--- src/rtl/pipe_ctrl_pkg.sv ---
// Shared types and constants for the pipeline stall/flush controller.
package pipe_ctrl_pkg;

  typedef enum logic [0:0] {
    IDLE    = 1'b0,
    MD_BUSY = 1'b1
  } state_t;

  // Architectural zero register never creates a data dependency.
  localparam int unsigned REG_ZERO = 0;

  function automatic int md_cnt_width(input int md_cycles);
    return $clog2(md_cycles);
  endfunction

endpackage

--- src/rtl/hazard_load_use.sv ---
// Load-use hazard detect: ID source matches the destination of a load in EX.
module hazard_load_use
  import pipe_ctrl_pkg::*;
#(
  parameter int RA_W = 5
) (
  input  logic [RA_W-1:0] id_rs,
  input  logic [RA_W-1:0] id_rt,
  input  logic            id_uses_rt,
  input  logic            ex_memread,
  input  logic [RA_W-1:0] ex_rt,
  output logic            lu_stall
);

  logic [RA_W-1:0] reg_zero_s;
  logic            rs_hit_s;
  logic            rt_hit_s;

  assign reg_zero_s = RA_W'(REG_ZERO);
  assign rs_hit_s   = (ex_rt == id_rs);
  assign rt_hit_s   = id_uses_rt & (ex_rt == id_rt);
  assign lu_stall   = ex_memread & (ex_rt != reg_zero_s) & (rs_hit_s | rt_hit_s);

endmodule

--- src/rtl/pipe_stall_ctrl.sv ---
// Pipeline enable/flush generator: mem wait freeze, MUL/DIV occupancy,
// branch squash and load-use bubbles, plus a saturating stall counter.
module pipe_stall_ctrl
  import pipe_ctrl_pkg::*;
#(
  parameter int MD_CYCLES = 32,
  parameter int CNT_W     = 16,
  parameter int RA_W      = 5
) (
  input  logic             clk,
  input  logic             rst,
  input  logic [RA_W-1:0]  id_rs,
  input  logic [RA_W-1:0]  id_rt,
  input  logic             id_uses_rt,
  input  logic             ex_memread,
  input  logic [RA_W-1:0]  ex_rt,
  input  logic             ex_md_start,
  input  logic             ex_br_taken,
  input  logic             mem_wait,
  output logic             pc_en,
  output logic             ifid_en,
  output logic             idex_en,
  output logic             ifid_flush,
  output logic             idex_flush,
  output logic             exmem_flush,
  output logic             md_busy,
  output logic             md_done,
  output logic [CNT_W-1:0] stall_cnt
);

  localparam int                  MD_CNT_W = md_cnt_width(MD_CYCLES);
  localparam logic [MD_CNT_W-1:0] MD_LOAD  = MD_CNT_W'(MD_CYCLES - 1);
  localparam logic [MD_CNT_W-1:0] MD_ONE   = MD_CNT_W'(1);
  localparam logic [MD_CNT_W-1:0] MD_ZERO  = {MD_CNT_W{1'b0}};
  localparam logic [CNT_W-1:0]    CNT_MAX  = {CNT_W{1'b1}};
  localparam logic [CNT_W-1:0]    CNT_ONE  = CNT_W'(1);
  localparam logic [CNT_W-1:0]    CNT_ZERO = {CNT_W{1'b0}};

  state_t              state_r;
  state_t              state_nxt_s;
  logic [MD_CNT_W-1:0] md_cnt_r;
  logic [MD_CNT_W-1:0] md_cnt_nxt_s;
  logic [CNT_W-1:0]    stall_cnt_r;
  logic                lu_stall_s;
  logic                md_last_s;

  hazard_load_use #(
    .RA_W(RA_W)
  ) u_hazard (
    .id_rs      (id_rs),
    .id_rt      (id_rt),
    .id_uses_rt (id_uses_rt),
    .ex_memread (ex_memread),
    .ex_rt      (ex_rt),
    .lu_stall   (lu_stall_s)
  );

  // md_cnt counts down the MUL/DIV cycles still owed after the start cycle.
  assign md_last_s = (state_r == MD_BUSY) & (md_cnt_r == MD_ONE);

  // Next-state and MUL/DIV counter; nothing advances while memory holds the pipe.
  always_comb begin
    state_nxt_s  = state_r;
    md_cnt_nxt_s = md_cnt_r;
    if (mem_wait) begin
      state_nxt_s  = state_r;
      md_cnt_nxt_s = md_cnt_r;
    end else begin
      case (state_r)
        IDLE: begin
          if (ex_md_start) begin
            state_nxt_s  = MD_BUSY;
            md_cnt_nxt_s = MD_LOAD;
          end else begin
            state_nxt_s  = IDLE;
            md_cnt_nxt_s = MD_ZERO;
          end
        end
        MD_BUSY: begin
          if (md_cnt_r == MD_ONE) begin
            state_nxt_s  = IDLE;
            md_cnt_nxt_s = MD_ZERO;
          end else begin
            state_nxt_s  = MD_BUSY;
            md_cnt_nxt_s = md_cnt_r - MD_ONE;
          end
        end
        default: begin
          state_nxt_s  = IDLE;
          md_cnt_nxt_s = MD_ZERO;
        end
      endcase
    end
  end

  // FSM and MUL/DIV counter registers.
  always_ff @(posedge clk or negedge rst) begin
    if (!rst) begin
      state_r  <= IDLE;
      md_cnt_r <= MD_ZERO;
    end else begin
      state_r  <= state_nxt_s;
      md_cnt_r <= md_cnt_nxt_s;
    end
  end

  // Priority mux for enables/flushes; reset is folded in so outputs are quiet during reset.
  always_comb begin
    pc_en       = 1'b0;
    ifid_en     = 1'b0;
    idex_en     = 1'b0;
    ifid_flush  = 1'b0;
    idex_flush  = 1'b0;
    exmem_flush = 1'b0;
    if (!rst) begin
      pc_en = 1'b0;
    end else if (mem_wait) begin
      pc_en = 1'b0;
    end else if ((state_r == MD_BUSY) || ex_md_start) begin
      exmem_flush = 1'b1;
    end else if (ex_br_taken) begin
      pc_en      = 1'b1;
      ifid_en    = 1'b1;
      idex_en    = 1'b1;
      ifid_flush = 1'b1;
      idex_flush = 1'b1;
    end else if (lu_stall_s) begin
      idex_en    = 1'b1;
      idex_flush = 1'b1;
    end else begin
      pc_en   = 1'b1;
      ifid_en = 1'b1;
      idex_en = 1'b1;
    end
  end

  assign md_busy = rst & (state_r == MD_BUSY);
  assign md_done = rst & ~mem_wait & md_last_s;

  // Saturating count of cycles in which the PC is held.
  always_ff @(posedge clk or negedge rst) begin
    if (!rst) begin
      stall_cnt_r <= CNT_ZERO;
    end else if (!pc_en && (stall_cnt_r != CNT_MAX)) begin
      stall_cnt_r <= stall_cnt_r + CNT_ONE;
    end else begin
      stall_cnt_r <= stall_cnt_r;
    end
  end

  assign stall_cnt = stall_cnt_r;

endmodule
--- config.mk ---
export PLATFORM = sky130hd
export DESIGN_NAME = pipe_stall_ctrl
export DESIGN_NICKNAME = d
export VERILOG_FILES = /design/src/rtl/pipe_ctrl_pkg.sv /design/src/rtl/hazard_load_use.sv /design/src/rtl/pipe_stall_ctrl.sv
export SDC_FILE = /design/constraint.sdc
export NUM_CORES = 1
export LEC_CHECK = 0
export CORE_UTILIZATION = 45
export DETAILED_ROUTE_END_ITERATION = 8
export PLACE_DENSITY = 0.82
export REMOVE_ABC_BUFFERS = 1
export SLEW_MARGIN = 20
export SYNTH_ARGS = -nofsm -noshare
export SYNTH_HDL_FRONTEND = slang
export SYNTH_SLANG_ARGS = --single-unit
--- constraint.sdc ---
create_clock -name clk -period 2.2 [get_ports clk]
set_input_delay 0.44 -clock clk [delete_from_list [all_inputs] [get_ports clk]]
set_output_delay 0.44 -clock clk [all_outputs]
set_load 0.005 [all_outputs]
After elaboration in Yosys (flattened, before gate mapping). Index checks and enable logic that the tools add are counted.

Add/sub/neg operators: 2. Eq/ne operators: 4. Muxes and demuxes: 26. Bitwise logic cells: 10. Reductions and logical operators: 4.

Operator list (count): $mux 1 (22); $add 16x1->16 const B (1); $ne 16x16->1 const B (1); $eq 5x5->1 (2); $mux 5 (2); $pmux 5 s2 (1); $and 1x1->1 (7); $eq 5x1->1 const B (1); $reduce_bool 5->1 (1); $sub 5x1->5 const B (1); $not 1->1 (2); $pmux 1 s2 (1); $logic_and 1x1->1 (1); $logic_not 1->1 (1); $logic_or 1x1->1 (1); $or 1x1->1 (1).

Flip-flop bits (word level): 22. Output and inout bits: 24. Logic and storage cells: 49.

Logic depth before layout (Yosys ltp).
Depth in word-level cells: 11. Mapped depth: 8. Mapped depth without buffers: 7.

Cells and area by module. A second synthesis with hierarchy kept.

Cells, all modules: 129. Area, all modules: 1332.5 sq um.

Modules (own cells, without submodules): pipe_stall_ctrl (instances 1, cells each 112, area an instance 1199.9 sq um); hazard_load_use (instances 1, cells each 17, area an instance 132.6 sq um).

Least setup slack after synthesis. OpenSTA, ideal clock, no wires.

Kind: input to output. Start point: input port ex_rt[4]. End point: output port pc_en. Arrival time: 1668 ps. Data required time: 1760 ps. Slack: 92 ps. Cell stages on the path: 6. Path through: xor2_1 -> nor4_1 -> a32oi_1 -> o31a_4 -> buf_6 -> buf_4.

Longest elaborated chain between the ends: 9. Elaborated cells on any way between the ends: 12. Classes of those cells: 2 x eq/ne; 5 x mux; 4 x bitwise; 1 x reduce/logical.

RTL lines: start: declaration (line pipe_stall_ctrl.sv:16) `input logic [RA_W-1:0] ex_rt,`; $eq 5x5->1 (line hazard_load_use.sv:21) `assign rt_hit_s = id_uses_rt & (ex_rt == id_rt);`; $and 1x1->1 (line hazard_load_use.sv:21); $or 1x1->1 (line hazard_load_use.sv:22) `assign lu_stall = ex_memread & (ex_rt != reg_zero_s) & (rs_hit_s | rt_hit_s);`; $and 1x1->1 (*) (line hazard_load_use.sv:22); $mux 1 (*) (5 in series); end: declaration (line pipe_stall_ctrl.sv:20) `output logic pc_en,`.

Every way passes the cells marked *; elsewhere a longest branch is shown, timed or not.

Final worst setup path.
Start point: input port ex_rt[4]. End point: output port ifid_en.

Longest elaborated chain between the ends: 9. Elaborated cells on any way between the ends: 12. Classes of those cells: 2 x eq/ne; 5 x mux; 4 x bitwise; 1 x reduce/logical.

RTL lines: $eq 5x5->1 (line hazard_load_use.sv:21); $and 1x1->1 (line hazard_load_use.sv:21); $or 1x1->1 (line hazard_load_use.sv:22); $and 1x1->1 (*) (line hazard_load_use.sv:22); $mux 1 (*) (line pipe_stall_ctrl.sv:127) `end else if (lu_stall_s) begin`; $mux 1 (*) (line pipe_stall_ctrl.sv:121) `end else if (ex_br_taken) begin`; $mux 1 (*) (line pipe_stall_ctrl.sv:119) `end else if ((state_r == MD_BUSY) || ex_md_start) begin`; $mux 1 (*) (line pipe_stall_ctrl.sv:117) `end else if (mem_wait) begin`; $mux 1 (*) (line pipe_stall_ctrl.sv:115) `if (!rst) begin`; end: declaration (line pipe_stall_ctrl.sv:21) `output logic ifid_en,`.

Marked as above.

==> results.md <==
- Share of Yosys cell area claimed by the top area cell type: 0.395
- Dpl ws: -665 ps
- Synth area leader: dfrtp_1
- Average wire per cell in the routed design: 15.5 um
- Vias per cell: 5.53
- Hold Vio Cnt, Final: 0
- Die width: 57.7 um
- CP Data Arrival Time: 1840 ps
- Worst vdd ir: 0.000627 V
- Placer Congestion: 0.770
- Failing checks: design-rule violations, negative setup slack
- Seq/Total Area, Yosys: 0.395
- CP max FO: 2
- Initial antenna violation count: 0
- Crit path cell chain: buf_8 > buf_4 > buf_4 > xor2_1 > nor3_2 > a32oi_2 > o31a_4 > buf_6 > buf_6
- Worst slew margin: 0.788
- Most frequent cells in the layout: 22 x clkdlybuf4s50_1, 22 x dfrtp_1, 21 x xor2_1, 17 x buf_4, 11 x nand2_1
- Remaining DRCs: 3
- Post-Synthesis Cells: 142
- Antenna Nets Post-Route: 0
- Synth Cell Area: 1390 um^2
- Synth cell types: 37
- Crit path capture: ifid_en
- Async set-or-reset flop fraction in the synthesized netlist: 1.00
- Critical Path RT: 1760 ps
- CTS tree: built
- IO buf count: 45
- CTS clk-pin slew, worst paths: 110 ps
- CTS buffer count: 3
- Area post-placement: 1960 um^2
- CP Depth: 9
- Cell area after layout: 2100 um^2
- Run status: finished, violations left
- DIE AREA: 3320 um^2
- Pwr Density: 733 nW/um^2
- R2R cell count: 7
- Element type at the critical path end: output pin
- Slew Limit Fails: 0
- Max incr delay on CP: 370 ps
- Number of synthesis warnings: 0
- FP Rows: 19
- Critical path launch point type: input port
- Reg2reg end: stall_cnt[5]$_DFFE_PN0P_
- First-pass GRT wire length: 5.65 mm
- Hpwl dp: 2.51 mm
- RSZ-0062 raised after global routing: true
- Worst Slack Setup Final: -80.9 ps
- Gr usage total: 0.221
- Total Wirelength: 3.64 mm
- Share of cells above drive strength 1: 0.299
- R2R setup slack: 280 ps
- Hold Path Class: in2async
- # IOs: 46
- Via Count: 1300
- Post-synth top flop: dfrtp_1
- DRT iter0 DRCs: 43
- Synth Area per Inst: 9.82 um^2
- Gr ovfl total: 0
- Pin count of the biggest net entering global routing: 24
- CP Class: in2out
- Most used routing layer in global routing: met2
- # diodes: 0
- FMAX: 0.438 GHz
- Crit path from: ex_rt[4]
- Area of the core: 2850 um^2
- Met1 GRT Util: 0.283
- Syn-to-layout area delta: 50.4%
- Worst-Margin Slew: 317 ps
- Clk Tree Root Cell: clkbuf_4
- Die Y: 57.7 um
- CTS H-tree lvls: 1
- Seq cells post-synth: 22
- EDFF count, synth: 0
- Leakage: 0.940 nW
- First-pass DRT Iterations: 6
- Max Cap Viol: 0
- Area contributors post-synth: dfrtp_1 39%, xor2_1 14%, nor3_2 5.0%
- Worst R2R Start: stall_cnt[7]$_DFFE_PN0P_
- Clk sinks: 22
- Top delay family on crit path: buffers and inverters
- Initial Utilization: 0.489
- Via count of the first global-routing pass: 1253
- CP max-delay cell: o31a_4
- Met3 GRT Util: 0.0491
- Clock period minus worst slack: 2280 ps
- Critical path buffers and inverters: 5
- Setup violators final: 2
- Clk buf depth: 2
- Fin crit share: 1.04
- Clock latency on the worst-skew pair: 290 ps
- Post-layout nets: 231
- GR Util met2: 0.372
- Final setup skew: 5.12 ps
timing repair:
action                     4_1_cts  5_1_grt
buffers inserted                 4        2
gates resized for setup         59       24
pin swaps                       11       12
hold buffers                     0        0
setup endpoints to repair       23       10
metrics by stage:
stage / hold slack [ps] / util / instances / power, mW / TNS (ps)
floorplan: 144 / - / 137 / 0.970 / -284
global placement: 478 / 0.689 / 228 / 1.31 / -7470
detailed placement: 476 / 0.689 / 228 / 1.33 / -10230
CTS: 295 / 0.714 / 234 / 1.51 / -49.3
global route: 301 / 0.735 / 235 / 1.65 / -304
finish: 289 / 0.735 / 235 / 1.54 / -129
where the power goes:
group | leakage, nW | total [mW] | switching (mW) | internal [mW]
registers | 0.239 | 0.712 | 0.171 | 0.542
logic | 0.687 | 0.652 | 0.260 | 0.392
clock network | 0.0138 | 0.171 | 0.108 | 0.0637
total | 0.940 | 1.54 | 0.538 | 0.998
worst min path at each step:
stage,start,to,slack [ps]
2_1_floorplan,rst,md_cnt_r[0]$_DFFE_PN0N_,140
3_3_place_gp,stall_cnt[6]$_DFFE_PN0P_,stall_cnt[6]$_DFFE_PN0P_,480
3_5_place_dp,stall_cnt[10]$_DFFE_PN0P_,stall_cnt[10]$_DFFE_PN0P_,480
4_1_cts,rst,md_cnt_r[1]$_DFFE_PN0N_,290
5_1_grt,rst,md_cnt_r[0]$_DFFE_PN0N_,300
6_report,rst,md_cnt_r[1]$_DFFE_PN0N_,290
area by class of cell:
class	instances	area, um^2
clock buffer	3	22.5
fill	224	757
inverter	2	7.51
multi-input combinational	113	912
sequential	22	551
tap	31	38.8
timing repair buffer	64	564
cells by family (layout without fill, tap and decap cells):
kind of cell	Yosys count	after routing	share of synthesized area
AND/OR/NAND/NOR	67	67	0.297
XOR/XNOR	24	24	0.151
flip-flops	22	22	0.395
AO/OA/AOI/OAI	16	16	0.0790
buffers and inverters	7	69	0.0278
adder cells (fa/ha/maj)	3	3	0.0269
multiplexers	3	3	0.0233
Yosys cell counts, types with 2 or more instances:
library cell and number:
nor3b_2 2, ha_1 3, nand3_1 7, and2_1 2, clkbuf_1 2, a21oi_1 5
mux2_1 2, nand4_1 4, inv_1 2, nor3_1 5, dfrtp_1 22, nand2b_1 2
nor2b_1 4, nor2_1 13, xor2_1 23, nand2_1 11, o21ai_1 4, a21o_1 2
nor3_2 7, nor4_2 3
sequential cells by signal (all words and copies together), names as in the netlist:
signal	count
stall_cnt	16
state_r	1
md_cnt_r	5
metal layers:
layer	wire, um	part of all wire
met4	52	0.014
met3	210	0.058
met1	1500	0.41
met2	1880	0.52
met5	0	0
Note: power is estimated with default switching activity, not from simulation.
